--- src/rtl/fusion_sequencer.sv ---
// fusion_sequencer: computes an 8x8 product (each operand signed or unsigned)
// by issuing four 4x4 sub-products to one external fusion multiplier with a
// 2-cycle product latency, then shifting and summing them into a 16-bit result.
// Optional build macro FUSION_SEQ_4B_MODE_EN adds a 'mode' input. With mode=1
// the block does a single 4x4 pass on the low nibbles.
//
// Handshakes use valid/ready. A transfer happens on a rising clk edge where
// valid and ready are both 1. In this design in_ready is 1 only in IDLE, and
// out_valid is 1 only in DONE. While out_valid is 1, result stays stable until
// the transfer.
module fusion_sequencer (
   input  logic        clk,
   input  logic        rst,
   input  logic        in_valid,
   output logic        in_ready,
   input  logic [7:0]  a,
   input  logic [7:0]  b,
   input  logic        s_a,
   input  logic        s_b,
`ifdef FUSION_SEQ_4B_MODE_EN
   input  logic        mode,
`endif
   output logic [3:0]  fu_in,
   output logic [3:0]  fu_weight,
   output logic        fu_s_in,
   output logic        fu_s_weight,
   input  logic [7:0]  fu_psum,
   output logic        out_valid,
   input  logic        out_ready,
   output logic [15:0] result,
   output logic [1:0]  dbg_state
);

   typedef enum logic [1:0] {
      ST_IDLE = 2'd0,
      ST_RUN  = 2'd1,
      ST_DONE = 2'd2
   } state_t;

   state_t      state_q, state_d;
   logic [2:0]  cnt_q, cnt_d;
   logic [7:0]  a_q, a_d, b_q, b_d;
   logic        s_a_q, s_a_d, s_b_q, s_b_d;
   logic        four_b_q, four_b_d;
   logic [15:0] acc_q, acc_d;
   logic [15:0] result_q, result_d;

   logic        accept;
   logic        run_last;
   logic [2:0]  sub_idx;
   logic        psum_signed;
   logic [15:0] psum_ext;
   logic [15:0] psum_term;
   logic [15:0] acc_sum;
   logic        four_b_in;

`ifdef FUSION_SEQ_4B_MODE_EN
   assign four_b_in = mode;
`else
   assign four_b_in = 1'b0;
`endif

   assign accept   = (state_q == ST_IDLE) && in_valid;
   // The last RUN cycle is the one that samples the final product.
   assign run_last = four_b_q ? (cnt_q == 3'd2) : (cnt_q == 3'd5);
   // The product arriving now was issued two cycles earlier.
   assign sub_idx  = cnt_q - 3'd2;

   // Pick the extension and alignment for the product arriving this cycle.
   always_comb begin
      psum_signed = 1'b0;
      psum_term   = '0;
      if (four_b_q) begin
         psum_signed = s_a_q | s_b_q;
      end else begin
         case (sub_idx[1:0])
            2'd0:    psum_signed = 1'b0;
            2'd1:    psum_signed = s_b_q;
            2'd2:    psum_signed = s_a_q;
            default: psum_signed = s_a_q | s_b_q;
         endcase
      end
      psum_ext = psum_signed ? {{8{fu_psum[7]}}, fu_psum} : {8'h00, fu_psum};
      if (four_b_q) begin
         psum_term = psum_ext;
      end else begin
         case (sub_idx[1:0])
            2'd0:    psum_term = psum_ext;
            2'd1,
            2'd2:    psum_term = psum_ext << 4;
            default: psum_term = psum_ext << 8;
         endcase
      end
      acc_sum = acc_q + psum_term;
   end

   // State register.
   always_ff @(posedge clk or posedge rst) begin
      if (rst) begin
         state_q <= ST_IDLE;
      end else begin
         state_q <= state_d;
      end
   end

   // Next-state logic.
   always_comb begin
      state_d = state_q;
      case (state_q)
         ST_IDLE: if (in_valid)  state_d = ST_RUN;
         ST_RUN:  if (run_last)  state_d = ST_DONE;
         ST_DONE: if (out_ready) state_d = ST_IDLE;
         default:                state_d = ST_IDLE;
      endcase
   end

   // FSM outputs and the operand pairs sent to the multiplier.
   always_comb begin
      in_ready    = (state_q == ST_IDLE) && !rst;
      out_valid   = (state_q == ST_DONE);
      dbg_state   = state_q;
      fu_in       = '0;
      fu_weight   = '0;
      fu_s_in     = 1'b0;
      fu_s_weight = 1'b0;
      if (state_q == ST_RUN && !cnt_q[2]) begin
         if (four_b_q) begin
            if (cnt_q == 3'd0) begin
               fu_in       = a_q[3:0];
               fu_weight   = b_q[3:0];
               fu_s_in     = s_a_q;
               fu_s_weight = s_b_q;
            end
         end else begin
            case (cnt_q[1:0])
               2'd0: begin
                  fu_in     = a_q[3:0];
                  fu_weight = b_q[3:0];
               end
               2'd1: begin
                  fu_in       = a_q[3:0];
                  fu_weight   = b_q[7:4];
                  fu_s_weight = s_b_q;
               end
               2'd2: begin
                  fu_in     = a_q[7:4];
                  fu_weight = b_q[3:0];
                  fu_s_in   = s_a_q;
               end
               default: begin
                  fu_in       = a_q[7:4];
                  fu_weight   = b_q[7:4];
                  fu_s_in     = s_a_q;
                  fu_s_weight = s_b_q;
               end
            endcase
         end
      end
   end

   // Operand capture, step counter, accumulation and result update.
   always_comb begin
      a_d      = a_q;
      b_d      = b_q;
      s_a_d    = s_a_q;
      s_b_d    = s_b_q;
      four_b_d = four_b_q;
      cnt_d    = cnt_q;
      acc_d    = acc_q;
      result_d = result_q;
      if (accept) begin
         a_d      = a;
         b_d      = b;
         s_a_d    = s_a;
         s_b_d    = s_b;
         four_b_d = four_b_in;
         cnt_d    = 3'd0;
         acc_d    = '0;
      end else if (state_q == ST_RUN) begin
         cnt_d = run_last ? 3'd0 : cnt_q + 3'd1;
         if (cnt_q >= 3'd2) begin
            acc_d = acc_sum;
            if (run_last) begin
               result_d = acc_sum;
            end
         end
      end
   end

   // Datapath registers.
   always_ff @(posedge clk or posedge rst) begin
      if (rst) begin
         a_q      <= '0;
         b_q      <= '0;
         s_a_q    <= 1'b0;
         s_b_q    <= 1'b0;
         four_b_q <= 1'b0;
         cnt_q    <= '0;
         acc_q    <= '0;
         result_q <= '0;
      end else begin
         a_q      <= a_d;
         b_q      <= b_d;
         s_a_q    <= s_a_d;
         s_b_q    <= s_b_d;
         four_b_q <= four_b_d;
         cnt_q    <= cnt_d;
         acc_q    <= acc_d;
         result_q <= result_d;
      end
   end

   assign result = result_q;

endmodule

--- config.mk ---
export PLATFORM = sky130hd
export DESIGN_NAME = fusion_sequencer
export DESIGN_NICKNAME = d
export VERILOG_FILES = /design/src/rtl/fusion_sequencer.sv
export SDC_FILE = /design/constraint.sdc
export NUM_CORES = 1
export LEC_CHECK = 0
export CORE_ASPECT_RATIO = 1.5
export CORE_MARGIN = 2
export CORE_UTILIZATION = 23
export DETAILED_ROUTE_END_ITERATION = 10
export PLACE_DENSITY = 0.45
export SLEW_MARGIN = 20
export SYNTH_ARGS = -nofsm -noshare
export SYNTH_HDL_FRONTEND = slang
export SYNTH_SLANG_ARGS = --single-unit
--- constraint.sdc ---
create_clock -name clk -period 3.7 [get_ports clk]
set_clock_uncertainty 0.1 [all_clocks]
set_input_delay 0.74 -clock clk [delete_from_list [all_inputs] [get_ports clk]]
set_output_delay 0.74 -clock clk [all_outputs]
set_load 0.01 [all_outputs]
# --- Word level (Yosys, flattened, before mapping) ---
# Cells that the tools add are included.
word_totals:
  input_bits: 30
  regBits: 55
  word_cells: 61
  output_inout_bits: 30
op_classes:
  add_sub_neg: 3
  mux: 21
  bitwise: 2
  n_reduce_logical: 16
  order_cmp: 1
  eq_ne: 10
op_table:
  columns: ["op", "count"]
  rows:
  - ["16-bit two-way mux", 4]
  - ["16-bit case mux with 2 select lines", 1]
  - ["16-bit adder", 1]
  - ["4-bit two-way mux", 4]
  - ["3-bit two-way mux", 3]
  - ["2-bit by 1-bit == test with 1-bit output, second input constant", 3]
  - ["2-bit == test, second input constant", 3]
  - ["2-bit logical NOT", 3]
  - ["2-bit two-way mux", 3]
  - ["2-bit case mux with 3 select lines", 1]
  - ["2-bit OR reduction", 3]
  - ["1-bit two-way mux", 4]
  - ["2-bit != test, second input constant", 2]
  - ["4-bit AND reduction", 1]
  - ["2-bit nonzero test", 2]
  - ["3-bit by 1-bit adder with 3-bit output, second input constant", 1]
  - ["3-bit == test, second input constant", 1]
  - ["3-bit by 2-bit greater-or-equal comparator with 1-bit output, second input constant", 1]
  - ["1-bit logical AND", 3]
  - ["1-bit case mux with 3 select lines", 1]
  - ["3-bit AND reduction", 1]
  - ["1-bit logical NOT", 2]
  - ["2-bit by 1-bit != test with 1-bit output, second input constant", 1]
  - ["2-bit AND reduction", 1]
  - ["3 further kinds", 3]

# --- Longest topological paths before layout ---
depth:
  depth_word: 9
  depth_mapped: 15
  mapped_depth_nobuf: 13

# --- Least setup slack after synthesis ---
# Ideal clock, no wire load.
synth_timing:
  kind: "flip-flop to flip-flop"
  startpoint: "reg cnt_q[0]"
  endpoint: "reg acc_q[10]"
  required_time_ps: 3530
  arrival_ps: 3178
  path_buffers: 2
  synth_period_minus_slack_ps: 3348
  path_slack_ps: 352
  setup_ps: 70
  stages_incl_launch_ff: 15
  cell_sequence: "dfrtp_1 > inv_1 > ha_1 > clkbuf_1 > clkbuf_1 > and2_1 > ha_1 > inv_1 > fa_1 > and2b_1 > o31ai_1 > a21oi_1 > a21oi_1 > or4b_2 > nand3_1"
synth_via:
  elab_chain_cells: 9
  elab_cells_between_ends: 15
  cone_classes: "add/sub (2); order compare (1); eq/ne (2); mux (6); reduce/logical (4)"
synth_lines:
  columns: ["item", "line", "rtl"]
  rows:
  - ["start: declaration", "41", "logic [2:0] cnt_q, cnt_d;"]
  - ["start signal: assignment", "207", "cnt_q <= cnt_d;"]
  - ["2-bit subtractor", "67", "assign sub_idx = cnt_q - 3'd2;"]
  - ["2-bit == test (tied with other cells)", "76, 87", null]
  - ["1-bit case mux with 3 select lines", "76", "case (sub_idx[1:0])"]
  - ["16-bit two-way mux", "83", "psum_ext = psum_signed ? {{8{fu_psum[7]}}, fu_psum} : {8'h00, fu_psum};"]
  - ["16-bit case mux with 2 select lines", "87", "case (sub_idx[1:0])"]
  - ["16-bit adder", "94", "acc_sum = acc_q + psum_term;"]
  - ["16-bit two-way mux", "181", "if (cnt_q >= 3'd2) begin"]
  - ["16-bit two-way mux", "179", "end else if (state_q == ST_RUN) begin"]
  - ["16-bit two-way mux", "171", "if (accept) begin"]
  - ["end signal: assignment", "199", "acc_q <= '0;"]
  - ["end signal: assignment", "208", "acc_q <= acc_d;"]
  - ["end: declaration", "45", "logic [15:0] acc_q, acc_d;"]
# Several ways; a longest one is shown, not always the timed one. The select of a mux whose other input is x is not followed.
# A chain may end at the register's enable or synchronous reset.

# --- Worst setup path in the final report ---
layout_timing:
  startpoint: "reg cnt_q[1]"
  endpoint: "reg acc_q[14]"
# Same word-level chain as after synthesis.

==> results by group <==
Outcome
  • Status: finished, final reports clean

Finish
  • ANT cells: 0
  • Fin cells: 576
  • Fin area: 4270 µm²
  • Synth-to-layout area growth: 32.1%
  • Leading cell type in the layout, fill and taps excluded: clkdlybuf4s50_1
  • Share of layout cells above drive strength 1: 11.9%
  • Net total in the final layout: 460
  • Most frequent cells in the layout: 59 x clkdlybuf4s50_1, 55 x dfrtp_1, 48 x o21ai_0

Min path
  • Worst Hold Class: flip-flop to flip-flop

Logic synthesis
  • Seq/Total Area, Yosys: 42.6%
  • Ys Warns: 0
  • Syn_nets: 399
  • Ys flop type: dfrtp_1
  • Top post-synthesis cells by area: dfrtp_1 43%, o21ai_0 7.4%, ha_1 7.4%
  • Post-synth ARST share: 100%
  • Mean post-synth cell area: 9.25 µm²
  • Cell taking the most area after synthesis: dfrtp_1
  • Post-synth top area share: 42.6%
  • EDFF count, synth: 0
  • Netlist cell types: 41
  • Syn Std Cell Area: 3230 µm²
  • #FFs+latches synth: 55
  • Syn Inst Count: 349

Critical path
  • Arrival time of the worst setup path: 3.44 ns
  • Req. time, crit path: 3.76 ns
  • Startpoint types: flip-flop
  • Critical setup path kind: flip-flop to flip-flop
  • R2R Setup Slk: 0.32 ns
  • CP Capture Type: flip-flop
  • Crit-path max FO: 6

GRT
  • Total GRT Usage: 11.9%
  • Vias in the first global route: 2,826
  • Antenna violations before repair: 0
  • Largest net degree at the start of global routing: 56
  • First-pass GRT wire length: 13,900 µm
  • Total grt overflow: 0

Timing
  • Slew HR: 52.9%
  • Fmax: 0.296 GHz
  • Final setup viols: 0
  • Final min period: 3.38 ns
  • Slew Viols, Final: 0
  • Fin crit share: 91.4%
  • Fin. Hold Viols: 0
  • RSZ-0062 raised after global routing: no
  • Worst Tran Pin Value: 0.707 ns
  • Setup TNS: 0 ns

Route
  • Post-route DRC: 0
  • Total wire length: 8680 µm
  • First-pass detailed-route iteration total: 5
  • Via count: 2,753
  • Detail Route Antenna Nets: 0
  • Avg Vias per Cell: 4.78
  • Wire per inst: 15.1 µm
  • Initial DRC count: 156

Power
  • Clock Power Share: 13.6%
  • Sw Ratio: 42.5%
  • Pleak: 0.00189 µW
  • Sequential power share: 25.4%
  • VDD IR max: 0.365 mV
  • Combinational power share: 60.9%
  • Psw: 1770 µW
  • Pwr Density: 975 nW/µm²
  • Int Pwr: 2390 µW

Clock network
  • TritonCTS clock tree: yes
  • Clock Sinks: 55
  • Clock slew at reported path FFs: 0.08 ns
  • Clock tree root driver cell: clkbuf_16
  • Worst skew pair latency: 0.30 ns
  • TritonCTS Buffers: 5
  • Clk buf depth: 2
  • H-tree depth: 2

Floorplanning
  • Row count: 53
  • IO Count: 60
  • Core area: 13,900 µm²
  • Die footprint: 15,000 µm²
  • Die width: 101 µm
  • Chip height: 149 µm
  • Starting Density: 23.3%

Placement
  • Placed instance count: 568
  • Port bufs: 59
  • Post-DP HPWL: 6540 µm
  • Post-DP Area: 4090 µm²
  • Gpl congestion: 0.825

Run
  • Max-Cap Viols: 0
[power by group through the flow]
stage                     registers (µW)  logic [µW]  clock network (µW)
after floorplan                     1060        1630                   0
after global placement              1070        2530                   0
after detailed placement            1080        2550                   0
after CTS                           1070        2570                 584
after global routing                1100        2830                 605
final                               1060        2540                 567
[flip-flops by register name (all words and copies together), names as in the netlist]
name,cells
a_q,8
acc_q,16
b_q,8
cnt_q,3
dbg_state,2
result,16
s_a_q,1
s_b_q,1
[path summary, 6_finish.rpt]
check                                    end  depth (start not counted)       from
worst max-delay path               acc_q[14]                         13   cnt_q[1]
worst min-delay path               result[8]                          2  result[8]
worst max register to register     acc_q[14]                         13   cnt_q[1]
worst min register to register     result[8]                          2  result[8]
max in group asynchronous           acc_q[1]                          3        rst
min in group asynchronous       dbg_state[1]                          3        rst
[per-layer routing]
layer  part of all wire [%]  up-vias  global-route usage, %
met4                    1.3        0                   3.70
met5                      0        -                      0
li1                       -     1357                      -
met2                     54       64                   22.3
met3                    5.0        6                   2.81
met1                     40     1326                   12.9
[critical path, cell delays in order (launching register included)]
cell     delay, ns
dfrtp_1       0.46
inv_1         0.10
ha_1          0.23
o21ai_0       0.26
nand2_1       0.10
a31oi_2       0.29
a21oi_1       0.12
ha_1          0.39
a21o_1        0.21
a21o_1        0.17
a21o_1        0.20
o211a_1       0.22
nor3_1        0.25
o31ai_1       0.12
[what timing repair did]
item,CTS,global route
hold buffers,0,0
endpoints found under the setup margin,0,4
buffers inserted,0,0
resized for setup,0,1
[Yosys cell counts (7+ instances only)]
cell	instances
nor2_1	13
clkbuf_1	19
inv_1	13
ha_1	19
a21o_1	8
nand3_1	20
nand2_1	43
dfrtp_1	55
a21oi_1	21
xnor2_1	7
mux2_2	18
o21ai_0	48
[area by class of cell]
cell class	count	area, µm²
repair buffers	73	708
multi-input cells	261	1750
inverters	14	52.6
clock inverters	2	35.0
fillers	1438	9590
flip-flops and latches	55	1380
well taps	165	206
clock buffers	6	139
[metrics by stage]
step	power (µW)	hold WS, ns	util (%)	worst slack (ns)
floorplan	2690	0.373	-	0.352
global placement	3600	0.363	29.5	0.137
detailed placement	3630	0.370	29.5	0.0855
CTS	4220	0.386	30.7	0.255
global route	4530	0.405	30.8	0.00554
finish	4160	0.378	30.8	0.318
[kinds of logic after synthesis]
family	after synthesis	share of synthesized area [%]
buf+inv	33	3.84
compound gates	108	20.8
fa+ha+maj	20	7.98
mux	19	6.59
flops	55	42.6
xor+xnor	11	2.98
simple gates	103	15.2
Note: power is estimated with default switching activity, not from simulation.
